[src/rtl/uart_rx_pkg.sv]
// Shared types and constants for the UART receive core.
package uart_rx_pkg;

  localparam int UART_RX_DATA_W       = 8;
  localparam int UART_RX_CLKS_PER_BIT = 8;

  typedef enum logic [2:0] {
    IDLE,
    START,
    DATA,
    PARITY,
    STOP
  } uart_rx_state_t;

endpackage

[src/rtl/uart_rx_bit_timer.sv]
// Mid-bit sample tick generator: one pulse CLKS_PER_BIT/2 cycles after clear,
// then one pulse every CLKS_PER_BIT cycles.
module uart_rx_bit_timer
  import uart_rx_pkg::*;
#(
  parameter int CLKS_PER_BIT = UART_RX_CLKS_PER_BIT
) (
  input  logic clock,
  input  logic reset,
  input  logic clear,
  output logic sample
);

  localparam int CNT_W = (CLKS_PER_BIT > 2) ? $clog2(CLKS_PER_BIT) : 1;
  localparam logic [CNT_W-1:0] HALF_LAST = CNT_W'(CLKS_PER_BIT / 2 - 1);
  localparam logic [CNT_W-1:0] FULL_LAST = CNT_W'(CLKS_PER_BIT - 1);

  logic [CNT_W-1:0] cnt;
  logic             first;

  // The first interval after clear is half a bit, landing on mid-bit.
  assign sample = (cnt == (first ? HALF_LAST : FULL_LAST));

  always_ff @(posedge clock) begin
    if (reset || clear) begin
      cnt   <= '0;
      first <= 1'b1;
    end else if (sample) begin
      cnt   <= '0;
      first <= 1'b0;
    end else begin
      cnt   <= cnt + 1'b1;
    end
  end

endmodule

[src/rtl/uart_rx_core.sv]
// UART receive deframer: start, 8 data bits LSB first, optional even parity
// (enabled by defining UART_RX_PARITY_EN), stop. rx_out holds the last good byte.
module uart_rx_core
  import uart_rx_pkg::*;
#(
  parameter int CLKS_PER_BIT = UART_RX_CLKS_PER_BIT
) (
  input  logic                      clock,
  input  logic                      reset,
  input  logic                      start_bit,
  input  logic                      stop_bit,
  input  logic                      data_in,
  input  logic                      parity,
  output logic [UART_RX_DATA_W-1:0] rx_out
);

`ifdef UART_RX_PARITY_EN
  localparam uart_rx_state_t AFTER_DATA = PARITY;
`else
  localparam uart_rx_state_t AFTER_DATA = STOP;
`endif

  uart_rx_state_t            state;
  uart_rx_state_t            state_nxt;
  logic                      start_prev;
  logic                      timer_clear;
  logic                      sample;
  logic                      shift_en;
  logic                      par_en;
  logic                      load_en;
  logic [2:0]                bit_idx;
  logic                      par_err;
  logic [UART_RX_DATA_W-1:0] shift_reg;

  uart_rx_bit_timer #(
    .CLKS_PER_BIT(CLKS_PER_BIT)
  ) u_bit_timer (
    .clock (clock),
    .reset (reset),
    .clear (timer_clear),
    .sample(sample)
  );

  always_comb begin
    state_nxt   = state;
    timer_clear = 1'b0;
    shift_en    = 1'b0;
    par_en      = 1'b0;
    load_en     = 1'b0;
    case (state)
      // start_prev starts at 0, so a line low out of reset is not an edge.
      IDLE: begin
        if (start_prev && !start_bit) begin
          state_nxt   = START;
          timer_clear = 1'b1;
        end
      end
      START: begin
        if (sample) state_nxt = start_bit ? IDLE : DATA;
      end
      DATA: begin
        if (sample) begin
          shift_en = 1'b1;
          if (bit_idx == 3'd7) state_nxt = AFTER_DATA;
        end
      end
      PARITY: begin
        if (sample) begin
          par_en    = 1'b1;
          state_nxt = STOP;
        end
      end
      STOP: begin
        if (sample) begin
          load_en   = stop_bit && !par_err;
          state_nxt = IDLE;
        end
      end
      default: state_nxt = IDLE;
    endcase
  end

  always_ff @(posedge clock) begin
    if (reset) begin
      state      <= IDLE;
      start_prev <= 1'b0;
      bit_idx    <= 3'd0;
      par_err    <= 1'b0;
    end else begin
      state      <= state_nxt;
      start_prev <= start_bit;
      if (timer_clear) begin
        bit_idx <= 3'd0;
        par_err <= 1'b0;
      end else if (shift_en) begin
        bit_idx <= bit_idx + 3'd1;
      end
      if (par_en) par_err <= (^shift_reg) ^ parity;
    end
  end

  // Bits arrive LSB first, so shift in from the top.
  always_ff @(posedge clock) begin
    if (reset) begin
      shift_reg <= '0;
      rx_out    <= '0;
    end else begin
      if (shift_en) shift_reg <= {data_in, shift_reg[UART_RX_DATA_W-1:1]};
      if (load_en)  rx_out    <= shift_reg;
    end
  end

endmodule

[config.mk]
export PLATFORM = sky130hd
export DESIGN_NAME = uart_rx_core
export DESIGN_NICKNAME = d
export VERILOG_FILES = /design/src/rtl/uart_rx_pkg.sv /design/src/rtl/uart_rx_bit_timer.sv /design/src/rtl/uart_rx_core.sv
export SDC_FILE = /design/constraint.sdc
export NUM_CORES = 1
export LEC_CHECK = 0
export CAP_MARGIN = 25
export CORE_MARGIN = 8
export CORE_UTILIZATION = 48
export DETAILED_ROUTE_END_ITERATION = 6
export GPL_ROUTABILITY_DRIVEN = 0
export GPL_TIMING_DRIVEN = 0
export PLACE_DENSITY = 0.8
export SLEW_MARGIN = 20
export SYNTH_ARGS = -nofsm -noshare
export SYNTH_HDL_FRONTEND = slang
export SYNTH_SLANG_ARGS = --single-unit
[constraint.sdc]
create_clock -name clock -period 1.3 [get_ports clock]
set_clock_uncertainty 0.1 [all_clocks]
set_input_delay 0.13 -clock clock [delete_from_list [all_inputs] [get_ports clock]]
set_output_delay 0.13 -clock clock [all_outputs]
set_load 0.01 [all_outputs]
# Word-level counts from Yosys, hierarchy flattened
# Index checks and enable logic that the tools add are counted.
# Widths: inputs -> output; s select.
# op_classes
add_sub_neg,2
n_eq_ne,12
muxes,18
n_bitwise,1
n_reduce_logical,11
# op_table
cell,n
$mux 3,7
$pmux 3 s5,1
$ne 2x2->1 const B,6
$mux 1,9
$reduce_xor 8->1,1
$add 3x1->3 const B,2
$eq 3x2->1 const B,2
$eq 3x3->1 const B,2
$reduce_and 6->1,1
$reduce_or 2->1,2
$eq 3x1->1 const B,1
$eq 3x3->1,1
$logic_not 3->1,1
$logic_and 1x1->1,2
$logic_not 1->1,2
$mux 2,1
$reduce_bool 2->1,1
$logic_or 1x1->1,1
$xor 1x1->1,1
# totals
register_bits,28
in_bits,6
out_inout_bits,8
wordCells,52

# Depth between registers and ports, before layout
# depth
ltp_word,6
depth_mapped,6
ltp_nobuf,5

# Cells and area by module
# From an unflattened synthesis, not the netlist that was laid out.
# unflattened
hier_cells,123
hier_area_um2,1169.9
# by_module_without_submodules
mod,instances,cells_each,area_per_inst_um2,seq_area_each_um2
uart_rx_core,1,108,996.0,480.5
uart_rx_bit_timer,1,15,173.9,80.1

# Worst setup path after synthesis
# No wires, ideal clock.
# synth_path
kind,register to register
from,reg state[0]
to,reg rx_out[7]
setup_ps,129
arrival_ps,1209
required_time_ps,1071
slack_ps,-138
path_stages_with_launch,6
n_path_buf,1
period_less_slack_ps,1438
cell_sequence,dfxtp_1 -> buf_2 -> nor4b_2 -> nand4_4 -> mux2i_1 -> nor2_1
# synth_between
elab_chain_len,2
# synth_rtl
item,line_no,rtl
"start, declared",uart_rx_core.sv:23,uart_rx_state_t state;
"start signal, assigned",uart_rx_core.sv:90,state <= state_nxt;
$eq 3x3->1,uart_rx_core.sv:50,case (state)
$mux 1,uart_rx_core.sv:50,
"end signal, assigned",uart_rx_core.sv:109,if (load_en) rx_out <= shift_reg;
"end, declared",uart_rx_core.sv:14,output logic [UART_RX_DATA_W-1:0] rx_out
# Every way passes these cells.
# A chain may end at the register's enable or synchronous reset.

# Worst setup path in the final report
# Ends and elaborated chain as after synthesis.

==> impl_metrics.yaml <==
routing:
  vias_per_cell: 5.129
  wl_per_cell_microns: 12.93
  ant_nets: 0
  drt-total-wl_mm: 2.107
  dr.pass1.iters: 3
  num_vias: 836
  drtIter0Drc: 21
  drc: 0
final_layout:
  syn2layout_area_growth_pct: 23.93
  drive_above_1_share: 0.2180
  antenna_cells: 0
  nets: 143
  design_area_sq_mm: 0.001484
  utilization: 0.6158
worst_setup_path:
  startpoint_type: "register"
  critPathTopFamily: "simple AND/OR/NAND/NOR gates"
  critPathMaxStageDelay_ns: 0.39
  cp_data_required_time_ns: 1.41
  path_max_fanout: 8
  cp_num_buf_inv: 0
  cp-end-kind: "register"
  crit_chain: "nor4b_4 > nand4_4 > mux2i_1 > nor2_1"
  worstPathArrival_ns: 1.54
  slowest_stage: "dfxtp_4"
  crit_type: "reg2reg"
placement:
  placed_cell_area_sq_mm: 0.001408
  port_buffers: 13
  dp_hpwl_mm: 1.556
synthesis:
  syn-num-nets: 124
  ys_seq_elements: 28
  yosysUniqueCellTypes: 30
  synth_cells: 115
  synth_area_per_cell_sq_um: 10.41
  yosys.area.top_type: "dfxtp_1"
  yosys_warnings: 0
  synth_area_sq_mm: 0.001197
  ys_async_sr_fraction: 0
  synthTopCellsByArea: "dfxtp_1 (47%), mux2i_1 (15%), nor2_1 (7.8%)"
  synth_edf_count: 0
  yosysTopAreaCellShare: 0.4681
  ys.flop_type: "dfxtp_1"
  yosysSeqAreaShare: 0.4681
clocking:
  cts_buffer_depth: 2
  cts_made_buffers: 3
  cts_tree: "done"
  cts.sinks: 28
  h-tree-depth: 1
  hold_buffers: 0
  root_buffer: "clkbuf_4"
  clk_pin_slew_ns: 0.15
  worstSkewPairLatency_ns: 0.32
power:
  seq_power_share: 0.627
  power.density_mw_per_mm2: 948.7
  power_frac_comb: 0.078
  power.total_w: 0.001408
  p_sw_w: 0.0003148
  p_clk_frac: 0.295
  power_leakage_nw: 0.7102
  internal_power_w: 0.001093
  switching_share: 0.2236
  ir_drop_mv: 0.6580
global_route:
  grt_pass1_vias: 846
  grt_max_degree: 16
  antenna_found_initial: 0
  grtUsageTotal: 0.1022
  grt_pass1_wl_mm: 3.615
  gr-total-overflow: 0
die:
  initial_core_util: 0.4969
  rows: 18
  dieArea_sq_mm: 0.004349
  die_h_microns: 65.95
  core_sq_mm: 0.002410
  fp.dieW_microns: 65.95
  io_pins: 14
timing:
  fin_crit_sh: 1.105
  fin_setup_tns_ns: -2.156
  fin_crit_ns: 1.436
  rsz0062_at_grt: "yes"
  fin_ws_ns: -0.1360
  max-slew-margin-rel: 0.6844
  max_freq_mhz: 696.4
  hold_viol: 0
  hold_ws_ns: 0.3097
  maxSlewViolCount: 0
  max_slew.worst_pin.slew_ns: 0.4733
  setup-violations-final: 20
outcome:
  status: "finished with violations"
  violations: "negative setup slack"
job:
  cap_violations: 0
worst_hold_path:
  hold_class: "reg2reg"
-- through the flow --
stage,setup slack [ns],instances
after floorplan,-0.08973,115
after global placement,-0.2915,158
after detailed placement,-0.3596,158
after CTS,-0.1672,163
after global routing,-0.2320,163
final,-0.1360,163
-- cells by family after synthesis --
family          Yosys count  share of synthesized area
simple gates             42                     0.1881
flops                    28                     0.4681
mux                      18                     0.1505
xor+xnor                 10                    0.09091
compound gates            8                    0.04389
buf+inv                   6                    0.02717
fa+ha+maj                 3                    0.03135
-- power by group through the flow --
stage          sequential (W)  clock (W)  combinational [W]
2_1_floorplan        0.000902          0          0.0000766
3_3_place_gp         0.000903          0           0.000105
3_5_place_dp         0.000904          0           0.000109
4_1_cts              0.000886   0.000429           0.000108
5_1_grt              0.000885   0.000468           0.000122
6_report             0.000883   0.000416           0.000109
-- worst reg2reg max path, cell delays in order, from the launching register on --
cell,delay [ns]
dfxtp_4,0.39
nor4b_4,0.33
nand4_4,0.25
mux2i_1,0.21
nor2_1,0.05
-- layer usage --
metal / global-route usage / up-vias / routed length (microns)
met5: 0 / - / 0
met4: 0.04800 / 0 / 33
met1: 0.1188 / 391 / 999
li1: - / 430 / -
met3: 0.01864 / 4 / 57
met2: 0.1766 / 11 / 1016
-- final timing paths --
kind	startpoint	to	slack [ns]	cells past startpoint
hold reg to reg	u_bit_timer.cnt[0]	u_bit_timer.cnt[0]	0.31	1
setup reg to reg	state[0]	rx_out[7]	-0.14	4
hold / removal	u_bit_timer.cnt[0]	u_bit_timer.cnt[0]	0.31	1
setup / recovery	state[0]	rx_out[7]	-0.14	4
-- timing repair --
item                       in CTS  in global routing
setup endpoints to repair      33                 26
buffers inserted                2                  0
pin swaps                       5                  1
gates resized for setup        18                  7
-- cell usage after synthesis (2+ instances only) --
| cell | number |
|---|---|
| nor2b_1 | 2 |
| buf_2 | 2 |
| ha_1 | 3 |
| a21oi_1 | 3 |
| nand3_1 | 2 |
| mux2i_1 | 18 |
| xnor2_1 | 7 |
| nor2_1 | 25 |
| clkbuf_1 | 2 |
| nand2_1 | 3 |
| o21ai_0 | 2 |
| dfxtp_1 | 28 |
-- cell type report --
cell class,instances,area (sq um)
well taps,30,37.54
repair buffers,15,135.1
flip-flops and latches,28,583.1
multi-input cells,81,649.4
plain buffers,4,38.79
clock buffers,4,36.28
inverters,1,3.754
fillers,211,925.9
-- placed cells by master (no fill, tap or decap), types with 2 or more instances in the layout --
cell type        netlist  layout
nor2b_1                2       2
buf_4                  0       2
clkdlybuf4s50_1        0       5
a21oi_1                3       3
clkbuf_1               2       2
xnor2_1                7       6
clkbuf_4               0       3
ha_1                   3       3
nand4_4                1       2
dfxtp_2                0       9
nand3_1                2       2
nor2_1                25      24
dfxtp_4                0       3
dfxtp_1               28      16
mux2i_1               18      18
dlygate4sd2_1          0       8
o21ai_0                2       2
nand2_1                3       3
(Power assumes the default switching activity.)
